**src/rtl/plic_target_ctrl.sv**
```systemverilog
// Target-side PLIC claim/complete sequencer: claims the core's pending ID, hands it
// to a hardware consumer, waits for service, then completes and lets the core settle.
module plic_target_ctrl #(
  parameter int unsigned IRQ_WIDTH  = 5,
  parameter int unsigned SETTLE_CYC = 2,
  parameter int unsigned TMO_WIDTH  = 16
) (
  input  logic                 clk_i,
  input  logic                 rst_i,
  input  logic                 en_i,
  input  logic                 irq_i,
  input  logic [IRQ_WIDTH-1:0] id_i,
  output logic                 clam_o,
  output logic                 comp_o,
  output logic [IRQ_WIDTH-1:0] comp_id_o,
  output logic                 vld_o,
  output logic [IRQ_WIDTH-1:0] id_o,
  input  logic                 rdy_i,
  input  logic                 done_i,
  input  logic [IRQ_WIDTH-1:0] done_id_i,
  input  logic [TMO_WIDTH-1:0] tmo_i,
  output logic                 busy_o,
  output logic                 err_o,
  input  logic                 err_clr_i
);

  localparam int unsigned SET_W = (SETTLE_CYC > 0) ? $clog2(SETTLE_CYC + 1) : 1;

  typedef enum logic [2:0] {
    S_IDLE     = 3'd0,
    S_CLAIM    = 3'd1,
    S_PRESENT  = 3'd2,
    S_SERVICE  = 3'd3,
    S_COMPLETE = 3'd4,
    S_SETTLE   = 3'd5
  } state_e;

  state_e               state_q, state_d;
  logic [IRQ_WIDTH-1:0] cur_id_q, cur_id_d;
  logic [TMO_WIDTH-1:0] tmo_q, tmo_d;
  logic [SET_W-1:0]     set_q, set_d;
  logic                 err_q, err_d;
  logic                 err_set;
  logic                 id_match;
  logic                 done_match;
  logic                 tmo_hit;

  assign id_match   = (id_i == cur_id_q);
  assign done_match = done_i && (done_id_i == cur_id_q);
  assign tmo_hit    = (tmo_i != '0) && (tmo_q == (tmo_i - TMO_WIDTH'(1)));

  // State and datapath registers
  always_ff @(posedge clk_i or posedge rst_i) begin
    if (rst_i) begin
      state_q  <= S_IDLE;
      cur_id_q <= '0;
      tmo_q    <= '0;
      set_q    <= '0;
      err_q    <= 1'b0;
    end else begin
      state_q  <= state_d;
      cur_id_q <= cur_id_d;
      tmo_q    <= tmo_d;
      set_q    <= set_d;
      err_q    <= err_d;
    end
  end

  // Next-state, counters and error flag
  always_comb begin
    state_d  = state_q;
    cur_id_d = cur_id_q;
    tmo_d    = tmo_q;
    set_d    = set_q;
    err_set  = 1'b0;

    unique case (state_q)
      S_IDLE: begin
        if (en_i && irq_i && (id_i != '0)) begin
          cur_id_d = id_i;
          state_d  = S_CLAIM;
        end
      end
      // A changed id_i means the core re-arbitrated; drop back without claiming
      S_CLAIM: begin
        state_d = id_match ? S_PRESENT : S_IDLE;
      end
      S_PRESENT: begin
        if (rdy_i) begin
          tmo_d   = '0;
          state_d = S_SERVICE;
        end
      end
      S_SERVICE: begin
        if (tmo_q != '1) begin
          tmo_d = tmo_q + TMO_WIDTH'(1);
        end
        if (done_match) begin
          state_d = S_COMPLETE;
        end else begin
          if (done_i) begin
            err_set = 1'b1;
          end
          if (tmo_hit) begin
            err_set = 1'b1;
            state_d = S_COMPLETE;
          end
        end
      end
      S_COMPLETE: begin
        set_d   = SET_W'(SETTLE_CYC);
        state_d = (SETTLE_CYC == 0) ? S_IDLE : S_SETTLE;
      end
      S_SETTLE: begin
        set_d = set_q - SET_W'(1);
        if (set_q <= SET_W'(1)) begin
          state_d = S_IDLE;
        end
      end
      default: begin
        state_d = S_IDLE;
      end
    endcase

    if (err_set) begin
      err_d = 1'b1;
    end else if (err_clr_i) begin
      err_d = 1'b0;
    end else begin
      err_d = err_q;
    end
  end

  // Claim is combinational so it aligns with the core's id_o==i gating
  assign clam_o    = (state_q == S_CLAIM) && id_match;
  assign vld_o     = (state_q == S_PRESENT);
  assign id_o      = vld_o ? cur_id_q : '0;
  assign comp_o    = (state_q == S_COMPLETE);
  assign comp_id_o = comp_o ? cur_id_q : '0;
  assign busy_o    = (state_q != S_IDLE);
  assign err_o     = err_q;

endmodule

```
**config.mk**
```make
export PLATFORM = sky130hd
export DESIGN_NAME = plic_target_ctrl
export DESIGN_NICKNAME = d
export VERILOG_FILES = /design/src/rtl/plic_target_ctrl.sv
export SDC_FILE = /design/constraint.sdc
export NUM_CORES = 1
export LEC_CHECK = 0
export BUFFER_PORTS_ARGS = -buffer_cell sky130_fd_sc_hd__buf_2
export CORE_MARGIN = 8
export CORE_UTILIZATION = 50
export DETAILED_ROUTE_END_ITERATION = 6
export HOLD_SLACK_MARGIN = 0.15
export PLACE_DENSITY = 0.72
export SKIP_CTS_REPAIR_TIMING = 1
export SYNTH_ARGS = -nofsm -noshare
export SYNTH_HDL_FRONTEND = slang
export SYNTH_SLANG_ARGS = --single-unit
```
**constraint.sdc**
```tcl
create_clock -name clk_i -period 6.1 [get_ports clk_i]
set_clock_uncertainty 0.2 [all_clocks]
set_input_delay 0 -clock clk_i [delete_from_list [all_inputs] [get_ports clk_i]]
set_output_delay 0 -clock clk_i [all_outputs]
set_load 0.005 [all_outputs]
```
==> run summary <==
Compound-gate portion of the synthesized area: 0.1583
Avg Cell Area, Syn: 8.620 um2
Final HPWL DP: 4196 um
Core ar.: 0.004294 mm2
Total CTS buffers: 3
GPL Wtd Cong: 0.8292
DRT antenna net count: 0
Slowest CP cell: dlygate4sd3_1
Worst stage delay on the critical path: 550 ps
Relative slew slack: 0.3111
Number of global-route vias before repair: 1992
Outcome: complete, no violations
Multiplexer share of the synthesized area: 0.03600
Post-synthesis sequential element count: 27
Pwr dens: 262.1 mW/mm2
Ranking of synthesized cells by area: dfrtp_1 31%, xnor2_1 6.8%, xor2_1 6.0%, mux2_2 3.6%, nor2_1 3.4%
Initial Util: 0.5099
Main synth FF type: dfrtp_1
Total Power: 0.6732 mW
Total wire length: 5452 um
Area share of the leading cell type in the synthesized netlist: 0.3086
Critical path peak fanout: 3
Worst slew pin tran: 1033 ps
Max-Cap Viols: 0
Most frequent cells in the layout: 47 x buf_2, 27 x dfrtp_1, 20 x nor2_1
CTS Sinks: 27
Ys Warns: 0
CP Data Required Time: 6110 ps
Synthesized-area fraction occupied by adder cells: 0.02286
TritonRoute pass-1 iters: 4
Fin. max-slew vios: 0
Syn Inst Count: 254
Die Span X: 82.18 um
Drt wl/cell: 15.36 um
Syn Nets: 291
CTS Buffer Depth: 2
IO Count: 48
Setup slack at placement: 3045 ps
Crit path capture type: flop
Clock root cell: clkbuf_8
Hold Violations, Final: 0
Critical Path Source Type: flop
Total Routing Usage GR: 0.1658
Layout Nets: 341
Main combinational cell family by area after synthesis: simple AND/OR/NAND/NOR gates
Setup ws final: 2988 ps
H-tree levels: 1
Tmin final: 3112 ps
Vias: 2067
Layout cells sized above 1: 0.2310
DR DRC count: 0
First-pass GRT wire length: 9018 um
Final setup viols: 0
Final Cycle Share: 0.5101
Hold Path Class: in -> reg
Yosys top cell by area: dfrtp_1
Layout area overhead: 17.31%
Worst EP arrival: 3130 ps
CTS clk-pin slew, worst paths: 90 ps
Initial DRC Count: 104
Antenna violations before repair: 0
Worst-Skew Late Latency: 270 ps
Cell Area, Synth: 0.002190 mm2
Post-synth EDFFs: 0
Setup TNS Final: 0 ps
GRT Residual Overflow: 0
Critical path cell sequence: xnor2_1 > o22ai_1 > a2111oi_0 > nand4_1 > or4_1 > nor4b_1 > a221o_1 > dlygate4sd3_1
Xor and xnor area share after synthesis: 0.1280
Synth unique cells: 51
Ys async rst share: 1.000
Total Die Area: 0.006753 mm2
Setup CP Type: reg -> reg
Static leakage power: 1.160 nW
Final Cell Area: 0.002569 mm2
Die H: 82.18 um
Port buffer count: 47
Detailed-route vias per instance: 5.823
Antenna cells: 0
Simple-gate area share of the yosys netlist: 0.2983
Sequential area share after synthesis: 0.3086
RSZ-0062 raised after global routing: no
Commonest non-fill, non-tap cell in the layout: buf_2
WHS: 154.8 ps
Largest net degree at the start of global routing: 28
DP Area: 0.002422 mm2
CTS tree: yes
Max IR drop VDD: 0.1743 mV
Rows: 24
Peak Freq: 0.3214 GHz
[metrics by stage]
stage	instances	utilization
2_1_floorplan	254	-
3_3_place_gp	341	0.5641
3_5_place_dp	341	0.5641
4_1_cts	345	0.5749
5_1_grt	355	0.5982
6_report	355	0.5982
[kinds of logic after synthesis]
group	count (synthesis)
buffers and inverters	22
xor gates and xnor gates	32
adders and majority gates	4
DFF	27
AOI/OAI and AO/OA	48
muxes	7
and+or+nand+nor	114
[layer usage]
layer	vias up	wire length [um]	part of all wire	GRT usage
met1	982	2531	0.46	0.2117
li1	1023	-	-	-
met3	7	333	0.061	0.03355
met5	-	0	0	0
met2	55	2529	0.46	0.2818
met4	0	57	0.010	0.03684
[layout make-up]
class,instances,area (um2)
Fill cell,397,1725
Multi-Input combinational cell,205,1409
Sequential cell,27,675.6
Timing Repair Buffer,57,335.3
Tap cell,52,65.06
Clock buffer,3,41.29
Inverter,10,37.54
Clock inverter,1,5.005
[final timing paths]
check,from,to,slack (ps),cells past startpoint
worst max register to register,tmo_q[15],err_o,2990,8
max in group asynchronous,rst_i,tmo_q[7],4770,3
worst min register to register,set_q[0],set_q[0],350,1
worst max-delay path,tmo_q[15],err_o,2990,8
worst min-delay path,irq_i,cur_id_q[0],150,4
min in group asynchronous,rst_i,cur_id_q[2],310,3
[flip-flops by register name (all words and copies together), names as in the netlist]
signal    flops
cur_id_q      5
set_q         2
tmo_q        16
state_q       3
err_o         1
[critical path, delay by kind of cell, from the launching register on]
family	cells	cell delay, ps
AND/OR/NAND/NOR	3	910
AO/OA/AOI/OAI	3	690
buffers and inverters	1	550
flip-flops	1	440
XOR/XNOR	1	260
[cells in the mapped netlist (3+ instances only)]
master and number:
dfrtp_1 27, nor2_1 20, nand2_1 18, xnor2_1 17, xor2_1 15, nor3_1 13
o21ai_0 11, inv_1 10, clkbuf_1 9, nand3_1 9, and3_1 8, a21oi_1 7
mux2_2 7, and2_1 6, nand4_1 6, a22o_1 5, ha_1 4, nand2b_1 4
nor4_1 4, or3_1 4, a21o_1 3, buf_6 3, o31ai_1 3, or2_2 3
or4_1 3
[power breakdown]
| group | leakage, nW | switching, mW | internal (mW) | total (mW) |
|---|---|---|---|---|
| Sequential | 0.346 | 0.0783 | 0.224 | 0.303 |
| Clock | 0.0255 | 0.0554 | 0.0458 | 0.101 |
| Combinational | 0.788 | 0.133 | 0.136 | 0.269 |
Note: power is estimated with default switching activity, not from simulation.
